$ cat config.mk
export PLATFORM = sky130hd
export DESIGN_NAME = gbe_over_monitor
export DESIGN_NICKNAME = d
export VERILOG_FILES = /design/src/rtl/gbe_over_monitor.sv
export SDC_FILE = /design/constraint.sdc
export NUM_CORES = 1
export LEC_CHECK = 0
export CAP_MARGIN = 20
export CORE_ASPECT_RATIO = 0.75
export CORE_UTILIZATION = 40
export DETAILED_ROUTE_END_ITERATION = 8
export GPL_TIMING_DRIVEN = 0
export PLACE_DENSITY = 0.67
export RECOVER_POWER = 50
export SYNTH_ARGS = -nofsm -noshare
export SYNTH_HDL_FRONTEND = slang
export SYNTH_SLANG_ARGS = --single-unit
$ cat constraint.sdc
create_clock -name user_clk -period 3.1 [get_ports user_clk]
set_input_delay 0.62 -clock user_clk [delete_from_list [all_inputs] [get_ports user_clk]]
set_output_delay 0.62 -clock user_clk [all_outputs]
set_load 0.03 [all_outputs]
$ cat src/rtl/gbe_over_monitor.sv
// GbE TX overflow monitor: tracks overflow episodes with an IDLE/OVER/RECOVER FSM
// and publishes sticky flags, state and saturating event counters as one status word.
module gbe_over_monitor #(
    parameter int unsigned RECOVER_CYCLES = 64
) (
    input  logic        user_clk,
    input  logic        user_rst,
    input  logic        gbe_tx_overflow,
    input  logic        gbe_tx_afull,
    input  logic        clr,
    output logic [31:0] user_data_out
);

    typedef enum logic [1:0] {
        ST_IDLE    = 2'b00,
        ST_OVER    = 2'b01,
        ST_RECOVER = 2'b10,
        ST_BAD     = 2'b11
    } state_t;

    localparam logic [15:0] TIMER_LOAD = 16'(RECOVER_CYCLES - 1);

    state_t      state_q, state_d;
    logic [15:0] timer_q, timer_d;
    logic        ovr_d_q;
    logic [15:0] ovf_cnt_q, ovf_cnt_d;
    logic [11:0] rec_cnt_q, rec_cnt_d;
    logic        sticky_ovf_q, sticky_ovf_d;
    logic        sticky_afull_q, sticky_afull_d;
    logic        ovf_event;
    logic        rec_exit;

    assign ovf_event = gbe_tx_overflow & ~ovr_d_q;

    always_ff @(posedge user_clk) begin
        if (user_rst) begin
            state_q <= ST_IDLE;
            timer_q <= '0;
        end else begin
            state_q <= state_d;
            timer_q <= timer_d;
        end
    end

    always_comb begin
        state_d  = state_q;
        timer_d  = timer_q;
        rec_exit = 1'b0;
        unique case (state_q)
            ST_IDLE: begin
                if (ovf_event) state_d = ST_OVER;
            end
            ST_OVER: begin
                if (!gbe_tx_overflow) begin
                    state_d = ST_RECOVER;
                    timer_d = TIMER_LOAD;
                end
            end
            ST_RECOVER: begin
                if (ovf_event) begin
                    state_d = ST_OVER;
                end else if (gbe_tx_afull) begin
                    timer_d = TIMER_LOAD;
                end else if (timer_q == '0) begin
                    state_d  = ST_IDLE;
                    rec_exit = 1'b1;
                end else begin
                    timer_d = timer_q - 16'd1;
                end
            end
            default: state_d = ST_IDLE;
        endcase
    end

    // clr wipes the old value first, so same-cycle events still land on top of zero
    always_comb begin
        ovf_cnt_d = clr ? '0 : ovf_cnt_q;
        if (ovf_event && ovf_cnt_d != '1) ovf_cnt_d = ovf_cnt_d + 16'd1;
        rec_cnt_d = clr ? '0 : rec_cnt_q;
        if (rec_exit && rec_cnt_d != '1) rec_cnt_d = rec_cnt_d + 12'd1;
        sticky_ovf_d   = (sticky_ovf_q & ~clr) | ovf_event;
        sticky_afull_d = (sticky_afull_q & ~clr) | gbe_tx_afull;
    end

    // ovr_d resets high so a level already asserted at reset release is not an event
    always_ff @(posedge user_clk) begin
        if (user_rst) begin
            ovr_d_q        <= 1'b1;
            ovf_cnt_q      <= '0;
            rec_cnt_q      <= '0;
            sticky_ovf_q   <= 1'b0;
            sticky_afull_q <= 1'b0;
        end else begin
            ovr_d_q        <= gbe_tx_overflow;
            ovf_cnt_q      <= ovf_cnt_d;
            rec_cnt_q      <= rec_cnt_d;
            sticky_ovf_q   <= sticky_ovf_d;
            sticky_afull_q <= sticky_afull_d;
        end
    end

    always_comb begin
        user_data_out = {sticky_ovf_q, sticky_afull_q, state_q, rec_cnt_q, ovf_cnt_q};
    end

endmodule

==> impl.org <==
** Outcome
- The flow ran to the end, and the final reports show no timing, DRC or antenna violations.

** Detailed routing
- In the routed design, unresolved DRC markers number 0.
- The final route contains 2405 vias.
- Using the TritonRoute via totals, the vias-per-cell ratio works out to 5.57.
- Summed over all layers, the routed wires come to 6260 um.
- Routed wire per std cell :: 14.5 um
- Before antenna repair, the detailed router went through 4 iterations.
- In this run the remaining antenna-violating nets after routing total 0.
- The first routing iteration left roughly 110 violations.

** Timing
- Final Max Slew Viols :: 0
- Actual slew at the worst max-slew pin :: 0.765 ns
- Final count of hold timing violations :: 0
- Setup violation total in the final timing report :: 0
- The worst pin sits at a relative slew slack of 0.486.
- Final worst-path cycle share :: 0.960
- The worst path in the final design needs a cycle of 2.98 ns, including I/O delays and setup.
- The tightest hold path in the finished design has a slack of 0.499 ns.
- Timing would allow up to 336 MHz.
- Final setup skew :: around 0.0094 ns

** Cells and area
- Post-synthesis to final-layout area growth :: 24.0%
- After the last flow step, the layout net total stands at between 300 and 400.
- Of the cells placed in the final design, the portion with a size suffix greater than 1 is 0.0791.
- Once layout is done, the placed cells without fillers occupy 3140 um2.
- Number of non-filler instances in the completed layout :: 432
- Counting the fill cells in the layout gives between 500 and 600.
- Diodes inserted :: 0

** Power and ir drop
- Of the total power, the share spent switching nets is 0.254.
- The analysis attributes to net switching a power of 0.000328 W.
- Dividing total power by cell area gives a power density of 411 nW/um2.
- Internal power :: 0.000963 W
- Clock network fraction of total power :: 0.374
- The worst-case IR drop observed on VDD is 0.170 mV.
- Total power for the finished layout comes to 0.00129 W.
- The share of total power dissipated in sequential elements is 0.507.
- Static leakage power :: 1.16 nW
- Combinational cell fraction of total power :: 0.119

** Worst setup path
- Kind of launch point of the worst setup path :: input pin
- The slowest stage of the critical path is the clkdlybuf4s50_1 cell.
- In this run the register-to-register setup slack is about 0.19 ns.
- Worst EP required :: 3.29 ns
- Cell-by-cell trace of the critical path :: clkdlybuf4s50_1 > clkbuf_4 > nor2b_1 > ha_1 > nand4b_1 > o41a_1 > and3_1 > clkbuf_1 > mux2_2 > nor2b_1
- Arrival @ worst endpoint :: 3.17 ns
- Biggest fanout along the worst timing path :: 10
- Crit. path cell count :: 10
- For the worst flop-to-flop path, the logic depth is 8.
- Category of cells accounting for the largest share of critical-path delay :: buffers and inverters
- The worst setup path is captured at a flop.
- Biggest cell delay along the critical path :: around 0.48 ns
- In this design, the critical path's most frequently occurring cell is nor2b_1.
- Counting both buffers and inverters, the worst setup path holds a total of 3.
- The setup path with the least slack is of type in -> reg.

** Yosys
- Adder-cell share of the synthesized area :: 0.0148
- By area, the combinational part of the netlist is dominated by simple AND/OR/NAND/NOR gates.
- Share of async-settable or async-resettable flops after synthesis :: 0
- dfxtp_1 takes more of the synthesized area than any other cell.
- Flops & latches, synth :: 49
- Cells taking the most area after synthesis :: dfxtp_1 39%, nor2_1 5.9%, xnor2_1 4.8%, a21oi_1 4.7%, xor2_1 2.8%
- In this run the mean area of a mapped cell was 8.18 um2.
- The share of synthesized area in the top cell type comes to 0.387.
- Simple logic cell fraction of the synthesized area :: 0.295
- Number of instances in the synthesized netlist :: 310
- Warnings, synthesis :: 0
- The netlist uses 47 different library cells.
- Mapped Nets :: about 320
- Most used DFF post-synth :: dfxtp_1
- Xor and xnor fraction of the mapped netlist area :: 0.0760
- Of the synthesized area, sequential elements account for 0.387.
- Post-synthesis mux area share :: 0.00839
- Counting flops with a built-in enable in the synthesized netlist gives 0.
- The synthesized-area fraction occupied by ao, oa, aoi and oai cells was 0.168.
- The synthesized netlist occupies a cell area of 2530 um2.

** Die
- After floorplanning, the core was sized to cover 5980 um2.
- The die is 70.9 um tall.
- I/O pin count :: 37
- Chip Width :: 93.9 um
- The die covers 6660 um2.
- The initialized floorplan defines 24 standard-cell rows.
- Initial Utilization :: 0.424

** Run
- Max-cap violation count :: 0

** Placed design
- Placed cell count :: 424
- HPWL reported at the end of detailed placement :: 4540 um
- Post-detailed-placement cell area :: 2990 um2
- Number of buffer cells added on primary ports :: 36
- Routability-driven placement finished with a final weighted congestion of 0.923.

** CTS
- Maximum clock path buffer count :: 2
- After clock tree synthesis, the flow added hold-fix buffers numbering 0.
- Counting every sink on the clock net gives 49.
- Clock tree root driver cell :: clkbuf_8
- CTS built an H-tree with a depth of 2.
- Clock buffer count from CTS :: 5
- After clock tree synthesis, the clock-pin slew on the worst setup and hold paths is 0.09 ns.
- TritonCTS built the clock tree.
- Worst-Skew Late Latency :: 0.31 ns

** Global routing
- Residual overflow from global routing :: 0
- The number of global-route vias before repair was approximately 2200.
- Global-route total usage across every layer :: 0.199
- Largest net degree at the start of global routing :: 15
- The initial antenna violation count is 0.
- Global-route wire length before repair :: 10500 um

** Min path
- Worst Hold Depth :: 2
- Hold crit path type :: reg -> reg
metal layers:
| layer | routed length (um) | vias to the layer above | track usage |
|---|---|---|---|
| met4 | 99 | 0 | 0.0650 |
| met5 | 0 | - | 0 |
| met1 | 3260 | 1116 | 0.291 |
| li1 | - | 1214 | - |
| met2 | 2580 | 63 | 0.289 |
| met3 | 316 | 12 | 0.0430 |
worst min-delay path, stage by stage, from the launching register on:
cell and delay (ns):
dfxtp_1 0.34, o31ai_1 0.07, a21oi_1 0.06
path summary, 6_finish.rpt:
check / from / end
setup / recovery: clr / rec_cnt_q[1]
hold / removal: timer_q[9] / timer_q[9]
setup reg to reg: timer_q[4] / rec_cnt_q[8]
hold reg to reg: timer_q[9] / timer_q[9]
timing repair:
item                                    CTS  global route
endpoints found under the setup margin   12             9
gates resized for setup                   4            10
buffers inserted                          0             1
hold endpoints to repair                  0             0
pin swaps                                 0             1
cell families (layout without fill, tap and decap cells):
| family | Yosys count | count (layout) |
|---|---|---|
| DFF | 49 | 49 |
| adders and majority gates | 3 | 3 |
| xor gates and xnor gates | 22 | 22 |
| muxes | 2 | 2 |
| and+or+nand+nor | 138 | 138 |
| buffers and inverters | 31 | 75 |
| AOI/OAI and AO/OA | 65 | 65 |
registers in the layout (all words and copies together), names as in the netlist:
| signal | count |
|---|---|
| ovf_cnt_q | 16 |
| state_q | 2 |
| sticky_afull_q | 1 |
| ovr_d_q | 1 |
| sticky_ovf_q | 1 |
| rec_cnt_q | 12 |
| timer_q | 16 |
Yosys cell counts (all sizes together), types with 2 or more instances:
cell      n
nor4      6
nand4     9
o211ai    3
and4b     2
xor2      8
nor2     40
o2111ai   5
ha        3
inv       9
nor3b     2
or3b      2
clkbuf   17
and2      4
nor3      8
and3      4
and4      2
o21ai    10
o31ai     3
nand3    10
or4       8
buf       5
nand2b    4
or2       5
or3       5
nand2    14
dfxtp    49
a21o      2
a21oi    24
a31o      2
a2111oi   4
nand4b    2
a211oi    5
nor2b     8
xnor2    14
a311o     2
stage by stage:
| step | setup slack (ns) | setup TNS, ns | utilization |
|---|---|---|---|
| after floorplan | 0.254 | 0 | - |
| after global placement | -0.678 | -7.12 | 0.501 |
| after detailed placement | -0.727 | -8.59 | 0.501 |
| after CTS | 0.0106 | 0 | 0.521 |
| after global routing | -0.0114 | -0.0114 | 0.526 |
| final | 0.124 | 0 | 0.526 |
area by class of cell:
| type | count | area (um2) | area share |
|---|---|---|---|
| Clock buffer | 7 | 86.3 | 0.0275 |
| Clock inverter | 1 | 30.0 | 0.00955 |
| Timing Repair Buffer | 37 | 370 | 0.118 |
| Multi-Input combinational cell | 230 | 1450 | 0.460 |
| Inverter | 9 | 33.8 | 0.0107 |
| Buffer | 21 | 97.6 | 0.0310 |
| Sequential cell | 49 | 981 | 0.312 |
| Tap cell | 78 | 97.6 | 0.0310 |
power groups by stage:
| stage | Sequential [W] | Combinational (W) | Clock, W |
|---|---|---|---|
| 2_1_floorplan | 0.000669 | 0.000106 | 0 |
| 3_3_place_gp | 0.000669 | 0.000147 | 0 |
| 4_1_cts | 0.000654 | 0.000151 | 0.000490 |
| 3_5_place_dp | 0.000669 | 0.000150 | 0 |
| 5_1_grt | 0.000657 | 0.000170 | 0.000519 |
| 6_report | 0.000655 | 0.000153 | 0.000484 |
layout by cell type (no fill, tap or decap), drive strengths merged, types with 9 or more instances in the layout:
cell and n:
a21oi 24, clkbuf 23, dfxtp 49, dlygate4sd3 33
inv 9, nand2 14, nand3 10, nand4 9
nor2 40, o21ai 10, xnor2 14
(Power assumes the default switching activity.)
